File: src/rtl/reg_rd_pkg.sv
// Shared types and helpers for the result-register serial reader.
package reg_rd_pkg;

    // Transfer state; StPar is only reachable when the parity bit is built in.
    typedef enum logic [1:0] {
        StIdle  = 2'd0,
        StShift = 2'd1,
        StPar   = 2'd2,
        StDone  = 2'd3
    } rd_state_e;

    localparam int unsigned DefaultWidth = 32;

    // Bit-counter width: clog2 of the word width, at least one bit.
    function automatic int unsigned cnt_width(input int unsigned width);
        return (width > 1) ? $clog2(width) : 1;
    endfunction

endpackage

File: src/rtl/shift_reg_piso.sv
// Parallel-load, serial-out shift register. Load wins over shift; vacated bits fill with 0.
module shift_reg_piso #(
    parameter int unsigned Width    = 32,
    parameter bit          MsbFirst = 1'b0
) (
    input  logic             clk_i,
    input  logic             rst_ni,
    input  logic             load_i,
    input  logic             shift_i,
    input  logic [Width-1:0] d_i,
    output logic             ser_o
);

    logic [Width-1:0] data_q, data_d;

    // Next word: capture, shift toward the output end, or hold.
    always_comb begin
        data_d = data_q;
        if (load_i) begin
            data_d = d_i;
        end else if (shift_i) begin
            data_d = MsbFirst ? {data_q[Width-2:0], 1'b0} : {1'b0, data_q[Width-1:1]};
        end
    end

    // Shift register state.
    always_ff @(posedge clk_i or negedge rst_ni) begin
        if (!rst_ni) begin
            data_q <= '0;
        end else begin
            data_q <= data_d;
        end
    end

    assign ser_o = MsbFirst ? data_q[Width-1] : data_q[0];

endmodule

File: src/rtl/reg32_serial_reader.sv
// Serial read-out of a result register word under a valid/ready handshake.
// Optional even-parity trailer bit: define REG32_SERIAL_READER_PARITY_EN.
module reg32_serial_reader
    import reg_rd_pkg::*;
#(
    parameter int unsigned WIDTH     = DefaultWidth,
    parameter bit          MSB_FIRST = 1'b0
) (
    input  logic             clk,
    input  logic             reset_n,
    input  logic             start,
    input  logic [WIDTH-1:0] d_in,
    input  logic             ser_ready,
    output logic             ser_out,
    output logic             ser_valid,
    output logic             busy,
    output logic             done
);

    localparam int unsigned     CntW    = cnt_width(WIDTH);
    localparam logic [CntW-1:0] LastBit = CntW'(WIDTH - 1);

    rd_state_e       state_q, state_d;
    logic [CntW-1:0] bit_cnt_q, bit_cnt_d;
    logic            load, shift, piso_bit;
`ifdef REG32_SERIAL_READER_PARITY_EN
    logic            parity_q, parity_d;
`endif

    shift_reg_piso #(
        .Width    (WIDTH),
        .MsbFirst (MSB_FIRST)
    ) u_piso (
        .clk_i   (clk),
        .rst_ni  (reset_n),
        .load_i  (load),
        .shift_i (shift),
        .d_i     (d_in),
        .ser_o   (piso_bit)
    );

    // Next-state, counter and parity update; ser_ready only counts while a bit is presented.
    always_comb begin
        state_d   = state_q;
        bit_cnt_d = bit_cnt_q;
        load      = 1'b0;
        shift     = 1'b0;
`ifdef REG32_SERIAL_READER_PARITY_EN
        parity_d  = parity_q;
`endif
        unique case (state_q)
            StIdle: begin
                if (start) begin
                    load      = 1'b1;
                    bit_cnt_d = '0;
`ifdef REG32_SERIAL_READER_PARITY_EN
                    parity_d  = 1'b0;
`endif
                    state_d   = StShift;
                end
            end
            StShift: begin
                if (ser_ready) begin
                    shift = 1'b1;
`ifdef REG32_SERIAL_READER_PARITY_EN
                    parity_d = parity_q ^ piso_bit;
`endif
                    if (bit_cnt_q == LastBit) begin
                        // Counter holds on the last bit so it never wraps.
`ifdef REG32_SERIAL_READER_PARITY_EN
                        state_d = StPar;
`else
                        state_d = StDone;
`endif
                    end else begin
                        bit_cnt_d = bit_cnt_q + 1'b1;
                    end
                end
            end
            StPar: begin
                if (ser_ready) begin
                    state_d = StDone;
                end
            end
            StDone: begin
                state_d = StIdle;
            end
            default: begin
                state_d = StIdle;
            end
        endcase
    end

    // Outputs decoded from registered state only.
    always_comb begin
        ser_valid = (state_q == StShift) || (state_q == StPar);
        busy      = (state_q != StIdle);
        done      = (state_q == StDone);
        ser_out   = 1'b0;
        if (state_q == StShift) begin
            ser_out = piso_bit;
        end
`ifdef REG32_SERIAL_READER_PARITY_EN
        if (state_q == StPar) begin
            ser_out = parity_q;
        end
`endif
    end

    // Control state registers.
    always_ff @(posedge clk or negedge reset_n) begin
        if (!reset_n) begin
            state_q   <= StIdle;
            bit_cnt_q <= '0;
`ifdef REG32_SERIAL_READER_PARITY_EN
            parity_q  <= 1'b0;
`endif
        end else begin
            state_q   <= state_d;
            bit_cnt_q <= bit_cnt_d;
`ifdef REG32_SERIAL_READER_PARITY_EN
            parity_q  <= parity_d;
`endif
        end
    end

endmodule

File: config.mk
export PLATFORM = sky130hd
export DESIGN_NAME = reg32_serial_reader
export DESIGN_NICKNAME = d
export VERILOG_FILES = /design/src/rtl/reg_rd_pkg.sv /design/src/rtl/shift_reg_piso.sv /design/src/rtl/reg32_serial_reader.sv
export SDC_FILE = /design/constraint.sdc
export NUM_CORES = 1
export LEC_CHECK = 0
export CAP_MARGIN = 40
export CELL_PAD_IN_SITES_DETAIL_PLACEMENT = 0
export CELL_PAD_IN_SITES_GLOBAL_PLACEMENT = 1
export CORE_AREA = 5 5 73 75
export CTS_BUF_LIST = sky130_fd_sc_hd__clkbuf_4 sky130_fd_sc_hd__clkbuf_8
export CTS_CLUSTER_DIAMETER = 60
export DETAILED_ROUTE_END_ITERATION = 7
export DIE_AREA = 0 0 78 80
export PLACE_DENSITY = 0.81
export SYNTH_ARGS = -nofsm -noshare
export SYNTH_HDL_FRONTEND = slang
export SYNTH_SLANG_ARGS = --single-unit
File: constraint.sdc
create_clock -name clk -period 2.8 [get_ports clk]
set_clock_uncertainty 0.05 [all_clocks]
set_input_delay 0.56 -clock clk [delete_from_list [all_inputs] [get_ports clk]]
set_output_delay 0.56 -clock clk [all_outputs]
set_load 0.02 [all_outputs]
==> results.toml, run 1 <==
[outcome]
status = "complete, no violations"

[clock_tree]
cts_sinks = 39
ctsHtreeMaxLevel = 2
clock_path_buffers = 2
cts_repair_resize_count = 0
cts_tree = "done"
clkTransAtPathRegs_ns = 0.07
root_buffer = "clkbuf_8"
cts_inserted_buffers = 5
worst_skew_pair.late_latency_ns = 0.28
hold_buffers = 0
postCtsSetupRepairBufs = 0

[timing]
fin_crit_sh_pct = 88.71
whs_ns = 0.03267
setup_violations = 0
rsz0062_at_grt = "false"
relSlewSlack_pct = 76.65
final-hold-violation-count = 0
tns_ns = 0
period_minus_slack_ns = 2.484
timing_max_transition_violations_final = 0
worst_pin_slew_ns = 0.3467
max_clock_freq_mhz = 402.6
setup_ws_ns = 0.3162

[critical_path]
path_cells = "inv_1, ha_1, and2_1, clkdlybuf4s50_1"
crit_buf_inv = 2
endpoint = "ser_out"
crit_family = "buffers and inverters"
reg2reg_depth = 7
arrival_ns = 1.87
critPathKind = "reg2out"
path_max_fanout = 7
r2r-start = "bit_cnt_q[0]"
cp.depth = 4
crit_slowest_cell = "clkdlybuf4s50_1"
r2r_slack_ns = 0.85
worstSetupEndpointType = "output pin"
r2r_end = "bit_cnt_q[2]"
worstSetupStartpoint = "state_q[1]"
required_ns = 2.19
slowest_delay_ns = 0.60
crit_path_start_kind = "flop"

[min_path]
hp-class = "in2async"

[synthesis]
synth_top_area_share_pct = 50.55
ys.flop_type = "dfrtp_1"
synthArstFlopShare_pct = 100.0
synth_area_leaders = "dfrtp_1, mux2i_1, nand2_1, o21ai_0, ha_1"
netlist_area_um2 = 1931
synthCells = 182
yosysTopAreaCell = "dfrtp_1"
yosys_warnings = 0
synth-seq-cells = 39
synth.distinct_cells = 26
syn_avg_cell_area_um2 = 10.61
synth_fp_nets = 225
synth-edff-count = 0
yosysSeqAreaShare_pct = 50.55

[die]
die_w_um = 78
row_count = 25
die_h_um = 80
core-area_um2 = 4598
initial_core_util_pct = 41.99
io_pins = 40
dieArea_um2 = 6240

[global_routing]
grt_pass1_wl_um = 5934
antenna_found_initial = 0
grt_usage_pct = 11.84
grt_pass1_vias = 1332
overflow = 0
grt_max_degree = 37

[placement]
place_hpwl_um = 2567
io_buffers = 39
gp_congestion = 0.6890
dp.cells = 268
post-place-ws_ns = 0.5569

[power_and_ir_drop]
power_density_nw_per_um2 = 861.3
vdd_drop_max_v = 0.0004318
p_leak_nw = 1.253

[drt]
vias = 1326
first_pass_iters = 4
ant_nets = 0
viasPerCell = 4.822
drt_iter0_drc = 43
wl_met1_um = 1589
dr_wl_met3_um = 165
highest_layer = "met4"
dr_wl_met2_um = 1689
routed_wl_um = 3479
wl_per_cell_um = 12.65
drc = 0

[cells_and_area]
drive_gt1_share_pct = 8.597
register_area_um2 = 975.9
final_cell_mix = "dfrtp_1, clkdlybuf4s50_1, mux2i_1"
finalNonFillerCells = 275
diodes = 0
final_common_cell = "dfrtp_1"
fin_nets = 264
syn2layout_area_growth_pct = 26.44
multi_input_area_um2 = 867.1
final_util_pct = 53.09
fillCellCount = 434

[job]
drv_cap = 0
[worst min-delay path by stage]
stage / end / slack [ns] / start
6_report: state_q[1] / 0.03 / reset_n
2_1_floorplan: bit_cnt_q[0] / 0.21 / reset_n
4_1_cts: state_q[1] / 0.03 / reset_n
5_1_grt: state_q[1] / 0.03 / reset_n
3_5_place_dp: state_q[1] / 0.33 / reset_n
3_3_place_gp: u_piso.data_q[1] / 0.41 / u_piso.data_q[1]
[cells in the mapped netlist, types with 2 or more instances]
library cell / n
buf_6: 3
dfrtp_1: 39
ha_1: 7
and2_1: 2
inv_1: 4
o21ai_0: 21
nand2_1: 30
nor2_1: 5
buf_2: 8
mux2i_1: 33
o21ai_1: 11
mux2_2: 2
a21oi_1: 3
a22o_2: 2
[registers in the layout (all words and copies together), names as in the netlist]
| register | flops |
|---|---|
| bit_cnt_q | 5 |
| u_piso.data_q | 32 |
| state_q | 2 |
[through the flow]
step / cell area [um2] / total power, mW
after floorplan: 1931 / 1.544
after global placement: 2333 / 1.738
after detailed placement: 2354 / 1.762
after CTS: 2441 / 2.143
after global routing: 2441 / 2.297
final: 2441 / 2.103
[cell type report]
class / count / area share [%]
Clock buffer: 6 / 3.383
Clock inverter: 1 / 0.2050
Inverter: 4 / 0.6151
Multi-Input combinational cell: 128 / 35.52
Sequential cell: 39 / 39.98
Tap cell: 54 / 2.768
Timing Repair Buffer: 43 / 17.53
[power breakdown]
part	total (mW)	internal [mW]	leakage, nW	switching (mW)
Clock	0.374	0.193	0.0470	0.180
Sequential	0.886	0.767	0.511	0.119
Combinational	0.843	0.401	0.696	0.443
Total	2.10	1.36	1.25	0.742
[cells by family after synthesis]
| kind of cell | Yosys count | synth area share [%] |
|---|---|---|
| simple gates | 45 | 10.18 |
| buf+inv | 15 | 4.601 |
| xor+xnor | 1 | 0.4537 |
| mux | 35 | 18.28 |
| compound gates | 40 | 11.41 |
| fa+ha+maj | 7 | 4.536 |
| flops | 39 | 50.55 |
[metal layers]
| layer | track usage (%) | up-vias |
|---|---|---|
| met5 | 0 | - |
| met4 | 4.561 | 0 |
| met3 | 3.047 | 2 |
| met2 | 18.61 | 21 |
| met1 | 15.62 | 603 |
| li1 | - | 700 |
(Power assumes the default switching activity.)
==> run 2, diff against run 1 <==
CELL_PAD_IN_SITES_DETAIL_PLACEMENT = 1   (was 0)
==> run 2 against run 1 <==
  * Maximum frequency decreased by 0.24%
  * Clock-buffer cell count rose by 1
  * Highest routed layer unchanged
  * Total power increased by 2.0%
==> results.toml, run 2 (synthesis gave the netlist of run 1 again) <==
[timing]
tns_ns = 0
whs_ns = 0.02672
setup_violations = 0
max_clock_freq_mhz = 401.6
period_minus_slack_ns = 2.490
relSlewSlack_pct = 76.06
timing_max_transition_violations_final = 0
worst_pin_slew_ns = 0.3553
final-hold-violation-count = 0
fin_crit_sh_pct = 88.92
rsz0062_at_grt = "false"

[cells_and_area]
drive_gt1_share_pct = 9.009
final_common_cell = "dfrtp_1"
fin_nets = 264
regMostFlops = "u_piso.data_q"
top_regs = "u_piso.data_q x32, bit_cnt_q x5, state_q x2"
syn2layout_area_growth_pct = 26.51
final_cell_mix = "dfrtp_1, clkdlybuf4s50_1, mux2i_1"
fillCellCount = 499
largest_register_ffs = 32
diodes = 0

[clock_tree]
postCtsSetupRepairBufs = 0
cts_repair_resize_count = 0
cts_inserted_buffers = 5
cts_tree = "done"
ctsHtreeMaxLevel = 2
clock_path_buffers = 2
root_buffer = "clkbuf_8"
clkTransAtPathRegs_ns = 0.06
hold_buffers = 0
cts_sinks = 39
worst_skew_pair.late_latency_ns = 0.29

[placement]
gp_congestion = 0.6890
io_buffers = 39
place_hpwl_um = 2979

[global_routing]
grt_pass1_wl_um = 6748
antenna_found_initial = 0
grt_pass1_vias = 1456
overflow = 0
grt_usage_pct = 13.92
grt_max_degree = 37

[outcome]
status = "complete, no violations"

[die]
initial_core_util_pct = 41.99
row_count = 25
dieArea_um2 = 6240
core-area_um2 = 4598
die_h_um = 80
io_pins = 40
die_w_um = 78

[drt]
wl_met1_um = 1744
drc = 0
first_pass_iters = 4
drt_iter0_drc = 41
dr_wl_met2_um = 1971
routed_wl_um = 3971
dr_wl_met3_um = 166
ant_nets = 0
vias = 1384
viasPerCell = 5.014
highest_layer = "met4"
wl_per_cell_um = 14.39

[critical_path]
crit_path_start_kind = "flop"
worstSetupEndpointType = "output pin"
path_max_fanout = 7
critPathKind = "reg2out"
arrival_ns = 1.88
required_ns = 2.19

[min_path]
hp-class = "in2async"

[power_and_ir_drop]
power_density_nw_per_um2 = 877.9
p_leak_nw = 1.255
vdd_drop_max_v = 0.0005233

[job]
drv_cap = 0
## run 2: changes by cell type in the layout (fill, tap and decap cells not counted)
| cell | before | now |
|---|---|---|
| clkbuf_8 | 6 | 5 |
| clkbuf_4 | 0 | 2 |
## run 2: layer usage
layer	vias to the layer above	track usage, %
met1	655	16.96
met5	-	0
li1	698	-
met4	0	7.095
met2	24	22.79
met3	7	3.386
## run 2: worst paths after layout
path / startpoint / endpoint / slack, ns / depth (start not counted)
setup / recovery: state_q[1] / ser_out / 0.31 / 4
hold / removal: reset_n / state_q[0] / 0.03 / 1
setup reg to reg: state_q[0] / u_piso.data_q[12] / 0.81 / 6
hold reg to reg: u_piso.data_q[7] / u_piso.data_q[7] / 0.44 / 2
max in group asynchronous: reset_n / u_piso.data_q[21] / 2.29 / 2
min in group clk: u_piso.data_q[7] / u_piso.data_q[7] / 0.44 / 2
## run 2: cell type report
class | instances | area [um2] | share of cell area (%)
Clock buffer | 7 | 83.83 | 3.432
Clock inverter | 1 | 5.005 | 0.2049
Inverter | 4 | 15.01 | 0.6148
Multi-Input combinational cell | 128 | 867.1 | 35.50
Sequential cell | 39 | 975.9 | 39.96
Tap cell | 54 | 67.56 | 2.766
Timing Repair Buffer | 43 | 427.9 | 17.52
## run 2: per-stage QoR
step	area, um2	total power, mW	cells	worst slack, ns	utilization, %
final	2442	2.144	276	0.3101	53.12
after global routing	2442	2.332	276	0.2021	53.12
after CTS	2442	2.181	276	0.2859	53.12
after detailed placement	2354	1.794	268	0.4517	51.18
after global placement	2333	1.738	267	0.5782	50.75
after floorplan	1931	1.544	182	0.9553	-
## run 2: power breakdown
group          switching, mW  total [mW]  leakage (nW)  internal [mW]
clock network          0.189       0.383        0.0491          0.194
logic                  0.468       0.870         0.696          0.402
registers              0.124       0.891         0.511          0.767
## run 2: critical path, stage by stage, from the launching register on
cell	delay, ns
dfrtp_1	0.43
inv_1	0.11
ha_1	0.30
and2_1	0.16
clkdlybuf4s50_1	0.60
==> run 3, diff against run 2 <==
CORE_AREA = 2 2 70 72   (was 5 5 73 75)
DIE_AREA = 0 0 72 74   (was 0 0 78 80)
HOLD_SLACK_MARGIN = 0.08   (was unset)
==> run 3 against run 2 <==
  * Combinational power barely moved
  * Clock power rose by 20%
  * Total power grew 3.6%
  * Die area fell by 15%
  * Non-clock buffer count grew 1
  * Sequential power hardly changed
  * Worst setup slack got worse by 0.0039 ns
  * Via count rose by 0.51%
  * First-iteration DRC count increased by 73%
  * Wire length rose by 0.28%
  * Critical endpoint unchanged
  * Largest cell class unchanged
==> results.toml, run 3 (synthesis gave the netlist of run 1 again) <==
[outcome]
status = "complete, no violations"

[cells_and_area]
syn2layout_area_growth_pct = 27.93
top_regs = "u_piso.data_q x32, bit_cnt_q x5, state_q x2"
fillCellCount = 521
final_cell_mix = "dfrtp_1, clkdlybuf4s50_1, mux2i_1"
design_area_um2 = 2470
largest_register_ffs = 32
diodes = 0
final_common_cell = "dfrtp_1"
fin_nets = 265
regMostFlops = "u_piso.data_q"
drive_gt1_share_pct = 8.559
finalNonFillerCells = 276

[min_path]
hold_start = "u_piso.data_q[1]"
hp-class = "reg2reg"

[critical_path]
worstSetupStartpoint = "state_q[1]"
required_ns = 2.19
critPathKind = "reg2out"
crit_path_start_kind = "flop"
r2r-start = "bit_cnt_q[0]"
arrival_ns = 1.88
path_max_fanout = 7
worstSetupEndpointType = "output pin"

[global_routing]
antenna_found_initial = 0
overflow = 0
grt_usage_pct = 16.87
grt_pass1_wl_um = 6755
grt_max_degree = 38
grt_pass1_vias = 1421

[drt]
viasPerCell = 5.040
drc = 0
wl_per_cell_um = 14.43
drt_iter0_drc = 71
routed_wl_um = 3982
first_pass_iters = 4
ant_nets = 0
vias = 1391

[power_and_ir_drop]
vdd_drop_max_v = 0.0003941
power_density_nw_per_um2 = 899.6
p_total_mw = 2.222
p_leak_nw = 1.265

[timing]
relSlewSlack_pct = 73.59
timing_max_transition_violations_final = 0
worst_pin_slew_ns = 0.3920
period_minus_slack_ns = 2.494
tns_ns = 0
fin_crit_sh_pct = 89.06
setup_violations = 0
final-hold-violation-count = 0
max_clock_freq_mhz = 401.0
rsz0062_at_grt = "false"

[clock_tree]
worst_skew_pair.late_latency_ns = 0.29
cts_inserted_buffers = 5
clkTransAtPathRegs_ns = 0.07
cts_tree = "done"
clock_path_buffers = 2
cts_sinks = 39
root_buffer = "clkbuf_8"
postCtsSetupRepairBufs = 0
ctsHtreeMaxLevel = 2

[placement]
io_buffers = 39
place_hpwl_um = 2868
dp.cells = 268
dpl_cell_area_um2 = 2354
gp_congestion = 0.7463

[die]
die_w_um = 72
io_pins = 40
dieArea_um2 = 5328
core-area_um2 = 4598
die_h_um = 74
row_count = 25
initial_core_util_pct = 41.99

[job]
drv_cap = 0
==> run 3: cell count changes in the layout (fill, tap and decap cells not counted), sizes merged <==
cell | previous run | this run
clkinv | 1 | 0
dlygate4sd3 | 0 | 1
clkbuf | 7 | 6
bufinv | 0 | 1
==> run 3: area by class of cell <==
class / instances / area, um2 / share of cell area (%)
timing repair buffer: 44 / 437.9 / 17.73
clock buffer: 6 / 76.32 / 3.090
inverter: 4 / 15.01 / 0.6079
tap: 54 / 67.56 / 2.736
sequential: 39 / 975.9 / 39.51
multi-input combinational: 128 / 867.1 / 35.11
clock inverter: 1 / 30.03 / 1.216
==> run 3: what timing repair did <==
action                    CTS  global route
hold endpoints to repair    3             0
hold buffers                1             0
gates resized for setup     0             0
==> run 3: metrics by stage <==
step                      hold slack (ns)  util (%)  setup slack (ns)
after floorplan                    0.2144         -            0.9553
final                              0.4347     53.71            0.3063
after CTS                          0.4416     53.71            0.2633
after detailed placement           0.3304     51.18            0.5117
after global routing               0.4617     53.71            0.1879
after global placement             0.4118     50.75            0.5925
==> run 3: layer usage <==
metal / part of all wire [%] / global-route usage (%) / up-vias
met3: 3.4 / 4.201 / 6
met1: 46 / 22.12 / 661
li1: - / - / 701
met4: 2.1 / 7.547 / 0
met2: 49 / 26.75 / 23
met5: 0 / 0 / -
==> run 3: final timing paths <==
check,to,slack [ns],cells after the start
max in group asynchronous,u_piso.data_q[1],1.75,3
hold reg to reg,u_piso.data_q[1],0.43,2
setup / recovery,ser_out,0.31,4
setup reg to reg,bit_cnt_q[2],0.79,7
min in group asynchronous,state_q[1],0.55,2
hold / removal,u_piso.data_q[1],0.43,2
==> run 3: worst max-delay path, stage by stage, from the launching register on <==
cell and delay [ns]:
dfrtp_1 0.43, inv_1 0.10, ha_1 0.31, and2_1 0.17, clkdlybuf4s50_1 0.59
==> run 3: report_power, final <==
| part | internal, mW | switching (mW) |
|---|---|---|
| sequential | 0.767 | 0.126 |
| combinational | 0.403 | 0.468 |
| clock | 0.271 | 0.187 |
| total | 1.44 | 0.781 |
